[src/rtl/ifetch_pq.sv]
// Prefetching instruction-fetch stage: credit-limited in-order requests, DEPTH-entry
// return queue, one instruction per cycle to decode, branch flush with stale-response drop.
`timescale 1ns/1ps
module ifetch_pq #(
    parameter int unsigned     ADDR     = 16,
    parameter int unsigned     WORD     = 32,
    parameter int unsigned     DEPTH    = 4,
    parameter logic [ADDR-1:0] RESET_PC = {ADDR{1'b0}},
    parameter logic [ADDR-1:0] INC      = {{(ADDR-1){1'b0}}, 1'b1}
) (
    input  logic            clk,
    input  logic            rst,
    output logic            mem_req_o,
    output logic [ADDR-1:0] mem_addr_o,
    input  logic            mem_gnt_i,
    input  logic            mem_rvalid_i,
    input  logic [WORD-1:0] mem_rdata_i,
    input  logic            branch_i,
    input  logic [ADDR-1:0] branch_addr_i,
    input  logic            stall_i,
    output logic            inst_valid_o,
    output logic [WORD-1:0] inst_o,
    output logic [ADDR-1:0] inst_addr_o
);

    localparam int unsigned CW = $clog2(DEPTH) + 1;
    localparam int unsigned PW = $clog2(DEPTH);

    logic [ADDR-1:0] pc_q, pc_d;
    logic [ADDR-1:0] head_addr_q, head_addr_d;
    logic [CW-1:0]   out_cnt_q, out_cnt_d;
    logic [CW-1:0]   drop_cnt_q, drop_cnt_d;
    logic [CW-1:0]   count_q, count_d;
    logic [PW-1:0]   rd_ptr_q, rd_ptr_d;
    logic [PW-1:0]   wr_ptr_q, wr_ptr_d;
    logic [WORD-1:0] queue_q [DEPTH];

    logic [CW:0]     credit_sum_s;
    logic [CW:0]     stale_sum_s;
    logic            fire_s;
    logic            drop_s;
    logic            push_s;
    logic            pop_s;

    // Credit counts both outstanding requests and queued words so the queue can never overflow.
    assign credit_sum_s = {1'b0, out_cnt_q} + {1'b0, count_q};
    assign stale_sum_s  = {1'b0, drop_cnt_q} + {1'b0, out_cnt_q};
    assign mem_req_o    = !rst && !branch_i && (credit_sum_s < (CW+1)'(DEPTH));
    assign fire_s       = mem_req_o && mem_gnt_i;
    assign drop_s       = mem_rvalid_i && (drop_cnt_q != {CW{1'b0}});
    assign push_s       = mem_rvalid_i && !drop_s && (out_cnt_q != {CW{1'b0}}) && !branch_i;
    assign pop_s        = (count_q != {CW{1'b0}}) && !stall_i && !branch_i;

    assign mem_addr_o   = pc_q;
    assign inst_valid_o = (count_q != {CW{1'b0}});
    assign inst_o       = queue_q[rd_ptr_q];
    assign inst_addr_o  = head_addr_q;

    // Next-state for PC, counters and queue pointers; a branch overrides everything else.
    always_comb begin
        pc_d        = pc_q;
        head_addr_d = head_addr_q;
        out_cnt_d   = out_cnt_q;
        drop_cnt_d  = drop_cnt_q;
        count_d     = count_q;
        rd_ptr_d    = rd_ptr_q;
        wr_ptr_d    = wr_ptr_q;
        if (branch_i) begin
            pc_d        = branch_addr_i;
            head_addr_d = branch_addr_i;
            count_d     = {CW{1'b0}};
            rd_ptr_d    = {PW{1'b0}};
            wr_ptr_d    = {PW{1'b0}};
            out_cnt_d   = {CW{1'b0}};
            // Every live request becomes stale; a response landing now retires one of them.
            if (mem_rvalid_i && (stale_sum_s != {(CW+1){1'b0}})) begin
                drop_cnt_d = CW'(stale_sum_s - {{CW{1'b0}}, 1'b1});
            end else begin
                drop_cnt_d = CW'(stale_sum_s);
            end
        end else begin
            if (fire_s) begin
                pc_d = pc_q + INC;
            end else begin
                pc_d = pc_q;
            end
            out_cnt_d  = out_cnt_q + CW'(fire_s) - CW'(push_s);
            drop_cnt_d = drop_cnt_q - CW'(drop_s);
            count_d    = count_q + CW'(push_s) - CW'(pop_s);
            if (push_s) begin
                wr_ptr_d = wr_ptr_q + PW'(1'b1);
            end else begin
                wr_ptr_d = wr_ptr_q;
            end
            if (pop_s) begin
                rd_ptr_d    = rd_ptr_q + PW'(1'b1);
                head_addr_d = head_addr_q + INC;
            end else begin
                rd_ptr_d    = rd_ptr_q;
                head_addr_d = head_addr_q;
            end
        end
    end

    // Control state registers.
    always_ff @(posedge clk or posedge rst) begin
        if (rst) begin
            pc_q        <= RESET_PC;
            head_addr_q <= RESET_PC;
            out_cnt_q   <= {CW{1'b0}};
            drop_cnt_q  <= {CW{1'b0}};
            count_q     <= {CW{1'b0}};
            rd_ptr_q    <= {PW{1'b0}};
            wr_ptr_q    <= {PW{1'b0}};
        end else begin
            pc_q        <= pc_d;
            head_addr_q <= head_addr_d;
            out_cnt_q   <= out_cnt_d;
            drop_cnt_q  <= drop_cnt_d;
            count_q     <= count_d;
            rd_ptr_q    <= rd_ptr_d;
            wr_ptr_q    <= wr_ptr_d;
        end
    end

    // Queue storage; cleared on reset so inst_o reads zero out of reset.
    always_ff @(posedge clk or posedge rst) begin
        if (rst) begin
            for (int i = 0; i < int'(DEPTH); i++) begin
                queue_q[i] <= {WORD{1'b0}};
            end
        end else if (push_s) begin
            queue_q[wr_ptr_q] <= mem_rdata_i;
        end else begin
            queue_q[wr_ptr_q] <= queue_q[wr_ptr_q];
        end
    end

endmodule

[config.mk]
export PLATFORM = sky130hd
export DESIGN_NAME = ifetch_pq
export DESIGN_NICKNAME = d
export VERILOG_FILES = /design/src/rtl/ifetch_pq.sv
export SDC_FILE = /design/constraint.sdc
export NUM_CORES = 1
export LEC_CHECK = 0
export ABC_CLOCK_PERIOD_IN_PS = 6750
export CAP_MARGIN = 20
export CORE_MARGIN = 2
export CORE_UTILIZATION = 50
export CTS_CLUSTER_SIZE = 24
export DETAILED_ROUTE_END_ITERATION = 6
export GPL_TIMING_DRIVEN = 0
export PLACE_DENSITY = 0.78
export SLEW_MARGIN = 20
export SYNTH_ARGS = -nofsm -noshare
export SYNTH_HDL_FRONTEND = slang
export SYNTH_SLANG_ARGS = --single-unit
[constraint.sdc]
create_clock -name clk -period 6.75 [get_ports clk]
set_input_delay 1.0125 -clock clk [delete_from_list [all_inputs] [get_ports clk]]
set_output_delay 1.0125 -clock clk [all_outputs]
set_load 0.1 [all_outputs]
==> results.sh, run 1 <==
export IMPL_final_common_cell="dfrtp_1"
export IMPL_die_y_um=139
export IMPL_vias=7407
export IMPL_wl_met1_um=10200
export IMPL_place_gp_congestion=0.850
export IMPL_fin_nets=1037
export IMPL_synthesis_area_mm2=0.00912
export IMPL_die_w_um=139
export IMPL_ctsHoldBuffers=0
export IMPL_htreeDepth=4
export IMPL_syn_area_per_cell_um2=11.1
export IMPL_fillers=1366
export IMPL_synth_cells=824
export IMPL_overflow=0
export IMPL_core_mm2=0.0179
export IMPL_clk_root_buffer_cell="clkbuf_16"
export IMPL_tns_ns=0
export IMPL_yosysWarningCount=0
export IMPL_first_pass_iters=5
export IMPL_synth_edf_count=0
export IMPL_clk_path_buf_depth=2
export IMPL_clk_latency_ns=0.43
export IMPL_initial_core_util_pct=50.9
export IMPL_whs_ns=0.532
export IMPL_arrival_ns=3.60
export IMPL_yosys_register_bits=173
export IMPL_cp_end_kind="output pin"
export IMPL_power_total_mw=4.64
export IMPL_ys_flop_type="dfrtp_1"
export IMPL_grt_pass1_vias=7502
export IMPL_path_max_fanout=10
export IMPL_seqCellArea_mm2=0.00433
export IMPL_cts_sinks=173
export IMPL_drive_gt1_share_pct=12.5
export IMPL_dpl_cell_count=1172
export IMPL_synth_nets=899
export IMPL_worst_slew_pin_slew_ns=0.999
export IMPL_gr_usage_all_layers_pct=26.1
export IMPL_reg2reg_slack_ns=3.69
export IMPL_synth_seq_area_share_pct=47.5
export IMPL_required_ns=5.74
export IMPL_drv_slew=0
export IMPL_wl_met3_um=1830
export IMPL_top_layer="met4"
export IMPL_cts_tree="yes"
export IMPL_relSlewSlack_pct=33.1
export IMPL_die_area_mm2=0.0193
export IMPL_wire_per_inst_um=20.0
export IMPL_placementRows=49
export IMPL_ioPinCount=120
export IMPL_cap_violations=0
export IMPL_ant_nets=0
export IMPL_async_flop_share_pct=100
export IMPL_cts_resized=0
export IMPL_outcome="completed"
export IMPL_post_cts_buffers=0
export IMPL_critPathLaunchType="flop"
export IMPL_drc=0
export IMPL_setup_viol=0
export IMPL_multi_input_area_mm2=0.00444
export IMPL_skew_ns=0.0102
export IMPL_cts_buffers=17
export IMPL_hold_path_class="flop to flop"
export IMPL_rsz0062_at_grt="no"
export IMPL_fin_cells=1204
export IMPL_area_delta_synth_final_pct=23.1
export IMPL_clk_pin_slew_worst_paths_ns=0.07
export IMPL_drt_iter0_drc=646
export IMPL_postRouteWirelength_um=24100
export IMPL_ir_drop_mv=0.476
export IMPL_port_buffers=118
export IMPL_leakage_nw=3.93
export IMPL_finalHoldViolations=0
export IMPL_fin_crit_ns=4.61
export IMPL_n_antenna_cell=0
export IMPL_final_cell_mix="dfrtp_1, nor2_1, a21oi_1"
export IMPL_hpwl_um=16100
export IMPL_grt_pass1_wl_um=39700
export IMPL_critical_path_class="flop to output pin"
export IMPL_via_per_inst=6.15
export IMPL_timing_final_crit_share_pct=68.4
export IMPL_grt_start_max_net_pins=97
export IMPL_p_per_area_mw_per_mm2=413
export IMPL_yosysUniqueCellTypes=51
export IMPL_met2_length_um=11600
export IMPL_max_freq_mhz=217
export IMPL_antenna_found_initial=0
==> kinds of logic after synthesis <==
logic type / count (synthesis) / synth area share [%]
XOR/XNOR: 17 / 1.63
adder cells (fa/ha/maj): 21 / 3.13
buffers and inverters: 82 / 3.80
flip-flops: 173 / 47.5
AO/OA/AOI/OAI: 184 / 11.2
multiplexers: 103 / 20.1
AND/OR/NAND/NOR: 244 / 12.6
==> report_power, final <==
group / leakage [nW] / internal, mW / switching (mW)
clock: 0.296 / 0.595 / 0.410
combinational: 1.95 / 0.693 / 1.55
sequential: 1.69 / 1.23 / 0.168
total: 3.93 / 2.51 / 2.13
==> through the flow <==
step	area [um2]	setup slack (ns)	utilization, %
2_1_floorplan	9120	1.05	-
3_3_place_gp	10600	-1.39	59.1
3_5_place_dp	10600	2.44	59.3
4_1_cts	11200	2.16	62.7
5_1_grt	11200	2.02	62.7
6_report	11200	2.14	62.7
==> state kept, by name, indices dropped and copies added, names as in the netlist <==
name         count
count_q          3
drop_cnt_q       3
inst_addr_o     16
mem_addr_o      16
out_cnt_q        3
queue_q        128
rd_ptr_q         2
wr_ptr_q         2
==> layer usage <==
metal | global-route usage [%] | vias to the layer above
met2 | 41.5 | 350
li1 | - | 3277
met3 | 5.59 | 41
met4 | 8.13 | 0
met1 | 36.3 | 3739
met5 | 0 | -
==> cell usage after synthesis (9+ instances only) <==
| cell | number | share of area, % |
|---|---|---|
| ha_1 | 18 | 2.5 |
| xnor2_1 | 11 | 1.1 |
| a21oi_1 | 137 | 7.5 |
| nor2_1 | 149 | 6.1 |
| nand2_1 | 20 | 0.82 |
| or4_1 | 9 | 0.74 |
| buf_2 | 14 | 0.77 |
| inv_1 | 22 | 0.91 |
| mux4_2 | 64 | 16 |
| clkbuf_1 | 35 | 1.4 |
| mux2i_1 | 38 | 4.2 |
| a31oi_1 | 11 | 0.75 |
| nand3_1 | 15 | 0.82 |
| dfrtp_1 | 173 | 47 |
==> worst max-delay path, cell delays in order (launching register included) <==
cell,delay (ns)
dfrtp_1,0.32
clkbuf_1,0.46
clkbuf_1,0.56
buf_2,0.42
mux4_2,0.28
clkdlybuf4s50_1,1.13
==> final cells by class <==
type | count | share of cell area (%)
multi-input combinational | 569 | 39.6
sequential | 173 | 38.6
timing repair buffer | 119 | 10.8
clock buffer | 23 | 4.44
tap | 229 | 2.55
buffer | 59 | 2.30
clock inverter | 9 | 0.959
inverter | 23 | 0.858
==> path summary, 6_finish.rpt <==
check                               start              end  cells after the start
setup / recovery              rd_ptr_q[1]       inst_o[22]                      5
hold / removal             mem_addr_o[15]   mem_addr_o[15]                      1
setup reg to reg             out_cnt_q[2]     out_cnt_q[2]                     13
hold reg to reg            mem_addr_o[15]   mem_addr_o[15]                      1
max in group asynchronous             rst     queue_q[122]                      3
min in group asynchronous             rst  inst_addr_o[14]                      2
No activity file was read; power rests on OpenSTA's default activity.
==> run 2, diff against run 1 <==
--- a/config.mk
+++ b/config.mk
@@ -5,14 +5,14 @@
 export SDC_FILE = /design/constraint.sdc
 export NUM_CORES = 1
 export LEC_CHECK = 0
-export ABC_CLOCK_PERIOD_IN_PS = 6750
+export ABC_CLOCK_PERIOD_IN_PS = 3800
 export CAP_MARGIN = 20
 export CORE_MARGIN = 2
 export CORE_UTILIZATION = 50
 export CTS_CLUSTER_SIZE = 24
 export DETAILED_ROUTE_END_ITERATION = 6
 export GPL_TIMING_DRIVEN = 0
-export PLACE_DENSITY = 0.78
+export PLACE_DENSITY = 0.81
 export SLEW_MARGIN = 20
 export SYNTH_ARGS = -nofsm -noshare
 export SYNTH_HDL_FRONTEND = slang
==> constraint.sdc (replaced) <==
create_clock -name clk -period 3.8 [get_ports clk]
set_input_delay 0.57 -clock clk [delete_from_list [all_inputs] [get_ports clk]]
set_output_delay 0.57 -clock clk [all_outputs]
set_load 0.1 [all_outputs]
==> run 2 against run 1 <==
  * Die area stayed put
  * Critical endpoint is now inst_o[3]
  * Register-to-register slack worse by 2.9 ns
  * Final cell count is 0.33% higher
  * Combinational power is 75% higher
  * Setup slack worse by 1.9 ns
  * Clock skew is 0.00070 ns lower
  * Critical path type unchanged
  * Sequential power is 77% higher
==> results.sh, run 2 (synthesis gave the netlist of run 1 again) <==
export IMPL_core_mm2=0.0179
export IMPL_port_buffers=118
export IMPL_cap_violations=0
export IMPL_hpwl_um=16600
export IMPL_die_w_um=139
export IMPL_clk_pin_slew_worst_paths_ns=0.07
export IMPL_outcome="completed"
export IMPL_path_max_fanout=10
export IMPL_drt_iter0_drc=654
export IMPL_reg2reg_to="out_cnt_q[2]"
export IMPL_htreeDepth=4
export IMPL_leakage_nw=3.96
export IMPL_cts_buffers=17
export IMPL_overflow=0
export IMPL_cts_sinks=173
export IMPL_grt_pass1_wl_um=39900
export IMPL_max_stage_delay_ns=0.85
export IMPL_ant_nets=0
export IMPL_ir_drop_mv=0.638
export IMPL_drive_gt1_share_pct=14.8
export IMPL_fin_crit_ns=3.61
export IMPL_hold_path_class="flop to flop"
export IMPL_finalHoldViolations=0
export IMPL_timing_rr_start="out_cnt_q[1]"
export IMPL_hp_start="mem_addr_o[11]"
export IMPL_crit_chain="clkbuf_1 > clkbuf_1 > mux4_2 > dlygate4sd2_1"
export IMPL_clk_path_buf_depth=2
export IMPL_multi_input_area_mm2=0.00444
export IMPL_met1_usage_pct=34.9
export IMPL_initial_core_util_pct=50.9
export IMPL_post_cts_buffers=0
export IMPL_wire_per_inst_um=20.4
export IMPL_drv_slew=0
export IMPL_final_cell_mix="dfrtp_1, nor2_1, a21oi_1"
export IMPL_die_y_um=139
export IMPL_antenna_found_initial=0
export IMPL_holdPathStages=1
export IMPL_whs_endpoint="mem_addr_o[11]"
export IMPL_clk_latency_ns=0.44
export IMPL_postRouteWirelength_um=24600
export IMPL_setup_viol=0
export IMPL_grt_met3_usage_pct=6.15
export IMPL_p_per_area_mw_per_mm2=727
export IMPL_first_pass_iters=5
export IMPL_timing_final_crit_share_pct=95.0
export IMPL_arrival_ns=3.04
export IMPL_placementRows=49
export IMPL_cts_tree="yes"
export IMPL_place_gp_congestion=0.855
export IMPL_cp_slowest_cell="dlygate4sd2_1"
export IMPL_cp_end_kind="output pin"
export IMPL_final_area_mm2=0.0113
export IMPL_skew_ns=0.00951
export IMPL_fin_nets=1041
export IMPL_final_common_cell="dfrtp_1"
export IMPL_top_usage_layer="met2"
export IMPL_seqCellArea_mm2=0.00433
export IMPL_r2r_cells=13
export IMPL_gr_usage_all_layers_pct=26.2
export IMPL_grt_start_max_net_pins=35
export IMPL_n_antenna_cell=0
export IMPL_largest_reg_flops=128
export IMPL_ioPinCount=120
export IMPL_regMostFlops="queue_q"
export IMPL_vias=7573
export IMPL_crit_top_cell="clkbuf_1"
export IMPL_reg2reg_slack_ns=0.76
export IMPL_rsz0062_at_grt="no"
export IMPL_relSlewSlack_pct=33.7
export IMPL_worst_slew_pin_slew_ns=0.999
export IMPL_drc=0
export IMPL_power_total_mw=8.21
export IMPL_place_area_mm2=0.0107
export IMPL_fillers=1363
export IMPL_max_freq_mhz=277
export IMPL_ctsHoldBuffers=0
export IMPL_clk_root_buffer_cell="clkbuf_16"
export IMPL_required_ns=3.23
export IMPL_via_per_inst=6.27
export IMPL_use_met2_pct=42.9
export IMPL_critical_path_class="flop to output pin"
export IMPL_critPathLaunchType="flop"
export IMPL_grt_pass1_vias=7600
export IMPL_die_area_mm2=0.0193
export IMPL_area_delta_synth_final_pct=23.9
## run 2: changes by cell type in the layout (fill, tap and decap cells not counted), sizes merged
cell           before  now
buf                25   29
clkinv              4    1
clkdlybuf4s15       0   16
clkbuf             58   60
inv                24   26
dlymetal6s2s        0    3
dlygate4sd2         0   10
clkinvlp            2    4
clkdlybuf4s50     118   86
## run 2: routing by layer
metal | routed length (um) | up-vias
met2 | 12000 | 430
li1 | - | 3292
met3 | 2020 | 55
met1 | 10000 | 3796
met4 | 597 | 0
met5 | 0 | -
## run 2: cell type report
cell class | instances | area share [%]
tap | 229 | 2.54
sequential | 173 | 38.3
timing repair buffer | 123 | 11.3
clock inverter | 10 | 1.12
inverter | 23 | 0.819
clock buffer | 22 | 4.29
multi-input combinational | 569 | 39.3
buffer | 59 | 2.28
## run 2: worst max-delay path by stage
| stage | end | start | slack, ns | depth (start not counted) |
|---|---|---|---|---|
| after floorplan | count_q[0] | rst | 1.02 | 1 |
| after global placement | queue_q[87] | rst | -0.54 | 2 |
| after detailed placement | inst_o[22] | rd_ptr_q[1] | 0.11 | 5 |
| after CTS | inst_o[16] | rd_ptr_q[1] | 0.00004 | 5 |
| after global routing | inst_o[3] | rd_ptr_q[0] | 0.04 | 4 |
| final | inst_o[3] | rd_ptr_q[0] | 0.19 | 4 |
## run 2: timing repair
action	CTS	global route
resized for setup	64	6
endpoints found under the setup margin	29	6
pin swaps	0	0
cloned	0	0
## run 2: report_power, final
| part | leakage, nW | total [mW] | switching [mW] | internal (mW) |
|---|---|---|---|---|
| combinational | 1.98 | 3.91 | 2.76 | 1.15 |
| clock | 0.290 | 1.82 | 0.770 | 1.05 |
| sequential | 1.69 | 2.48 | 0.305 | 2.18 |
| total | 3.96 | 8.21 | 3.83 | 4.38 |
## run 2: worst max-delay path: cells and delay by family, from the launching register on
family	cells	cell delay (ns)
buffers and inverters	3	1.91
multiplexers	1	0.36
flip-flops	1	0.32
## run 2: through the flow
step	worst slack (ns)	hold WS [ns]	instances	TNS (ns)	utilization [%]
2_1_floorplan	1.02	0.500	824	0	-
3_3_place_gp	-0.538	0.517	1171	-90.81	59.1
3_5_place_dp	0.106	0.520	1176	0	59.7
4_1_cts	0.0000364	0.536	1208	0	63.2
5_1_grt	0.0359	0.555	1208	0	63.1
6_report	0.191	0.540	1208	0	63.1
==> run 3, diff against run 2 <==
--- a/config.mk
+++ b/config.mk
@@ -6,7 +6,6 @@
 export NUM_CORES = 1
 export LEC_CHECK = 0
 export ABC_CLOCK_PERIOD_IN_PS = 3800
-export CAP_MARGIN = 20
 export CORE_MARGIN = 2
 export CORE_UTILIZATION = 50
 export CTS_CLUSTER_SIZE = 24
==> run 3 against run 2 <==
  * Maximum frequency did not move
  * Die area unchanged
  * Core utilization stayed put
  * Non-clock buffer count unchanged
  * Final cell count unchanged
  * Combinational power hardly changed
  * Cell area is the same
  * Clock-buffer cell count unchanged
  * Clock power barely moved
  * Power unchanged
  * First-iteration DRC count did not move
  * Via count stayed put
  * Largest cell class unchanged
  * Largest power group unchanged
  * Highest routed layer unchanged
==> results.sh, run 3 (synthesis gave the netlist of run 1 again) <==
export IMPL_rsz0062_at_grt="no"
export IMPL_required_ns=3.23
export IMPL_final_common_cell="dfrtp_1"
export IMPL_cts_sinks=173
export IMPL_final_cell_mix="dfrtp_1, nor2_1, a21oi_1"
export IMPL_max_stage_delay_ns=0.85
export IMPL_grt_pass1_wl_um=39900
export IMPL_ant_nets=0
export IMPL_clk_pin_slew_worst_paths_ns=0.07
export IMPL_crit_top_cell="clkbuf_1"
export IMPL_ctsHoldBuffers=0
export IMPL_path_buf_inv=3
export IMPL_cp_slowest_cell="dlygate4sd2_1"
export IMPL_die_w_um=139
export IMPL_hpwl_um=16600
export IMPL_first_pass_iters=5
export IMPL_cts_buffers=17
export IMPL_gr_usage_all_layers_pct=26.2
export IMPL_final_area_mm2=0.0113
export IMPL_ioPinCount=120
export IMPL_n_antenna_cell=0
export IMPL_drv_slew=0
export IMPL_core_mm2=0.0179
export IMPL_outcome="completed"
export IMPL_arrival_ns=3.04
export IMPL_vias=7573
export IMPL_largest_reg_flops=128
export IMPL_clk_latency_ns=0.44
export IMPL_die_y_um=139
export IMPL_placementRows=49
export IMPL_overflow=0
export IMPL_drive_gt1_share_pct=14.8
export IMPL_setup_viol=0
export IMPL_regMostFlops="queue_q"
export IMPL_skew_ns=0.00951
export IMPL_clk_root_buffer_cell="clkbuf_16"
export IMPL_via_per_inst=6.27
export IMPL_cp_end_kind="output pin"
export IMPL_tns_ns=0
export IMPL_drt_iter0_drc=654
export IMPL_post_cts_buffers=0
export IMPL_die_area_mm2=0.0193
export IMPL_cap_violations=0
export IMPL_leakage_nw=3.96
export IMPL_wire_per_inst_um=20.4
export IMPL_postRouteWirelength_um=24600
export IMPL_cts_tree="yes"
export IMPL_antenna_found_initial=0
export IMPL_max_freq_mhz=277
export IMPL_reg2reg_slack_ns=0.76
export IMPL_port_buffers=118
export IMPL_grt_start_max_net_pins=35
export IMPL_place_area_mm2=0.0107
export IMPL_relSlewSlack_pct=33.7
export IMPL_place_gp_congestion=0.855
export IMPL_fillers=1363
export IMPL_hold_path_class="flop to flop"
export IMPL_critPathLaunchType="flop"
export IMPL_htreeDepth=4
export IMPL_ir_drop_mv=0.638
export IMPL_fin_nets=1041
export IMPL_grt_pass1_vias=7600
export IMPL_clk_path_buf_depth=2
export IMPL_drc=0
export IMPL_timing_final_crit_share_pct=95.0
export IMPL_crit_chain="clkbuf_1 > clkbuf_1 > mux4_2 > dlygate4sd2_1"
export IMPL_finalHoldViolations=0
export IMPL_path_max_fanout=10
export IMPL_fin_crit_ns=3.61
export IMPL_cp_top_family="buffers and inverters"
export IMPL_initial_core_util_pct=50.9
export IMPL_worst_slew_pin_slew_ns=0.999
export IMPL_p_per_area_mw_per_mm2=727
export IMPL_area_delta_synth_final_pct=23.9
export IMPL_critical_path_class="flop to output pin"
## run 3: worst register-to-register path: cells and delay by family, from the launching register on
kind	cells	cell delay, ns
and+or+nand+nor	3	0.40
adders and majority gates	4	1.15
xor gates and xnor gates	1	0.16
DFF	1	0.47
buffers and inverters	5	0.72
## run 3: report_power, final
group | switching [mW] | internal, mW | leakage, nW | total (mW)
Sequential | 0.305 | 2.18 | 1.69 | 2.48
Combinational | 2.76 | 1.15 | 1.98 | 3.91
Clock | 0.770 | 1.05 | 0.290 | 1.82
Total | 3.83 | 4.38 | 3.96 | 8.21
## run 3: area by class of cell
cell class	instances	area (um2)	share of cell area [%]
tap	229	287	2.54
clock buffer	22	484	4.29
buffer	59	258	2.28
inverter	23	92.6	0.819
clock inverter	10	126	1.12
multi-input combinational	569	4440	39.3
timing repair buffer	123	1280	11.3
sequential	173	4330	38.3
## run 3: worst paths after layout
check / start / endpoint / depth (start not counted)
setup / recovery: rd_ptr_q[0] / inst_o[3] / 4
hold / removal: mem_addr_o[11] / mem_addr_o[11] / 1
setup reg to reg: out_cnt_q[1] / out_cnt_q[2] / 13
hold reg to reg: mem_addr_o[11] / mem_addr_o[11] / 1
max in group asynchronous: rst / queue_q[112] / 4
min in group asynchronous: rst / drop_cnt_q[2] / 2
## run 3: repair_timing
action | 4_1_cts | 5_1_grt
resized for setup | 64 | 6
pin swaps | 0 | 0
endpoints found under the setup margin | 29 | 6
endpoints found under the hold margin | 0 | 0
## run 3: through the flow
step	util, %	hold WS, ns	setup WS (ns)	total power [mW]	cells
final	63.1	0.540	0.191	8.21	1208
after global placement	59.1	0.517	-0.538	6.37	1171
after floorplan	-	0.500	1.02	5.54	824
after CTS	63.2	0.536	0.0000364	8.21	1208
after detailed placement	59.7	0.520	0.106	6.46	1176
after global routing	63.1	0.555	0.0359	8.53	1208
## run 3: layer usage
layer	global-route usage, %	share of wire [%]	up-vias
met5	0	0	-
met4	8.67	2.4	0
met3	6.15	8.2	55
met2	42.9	49	430
met1	34.9	41	3796
li1	-	-	3292
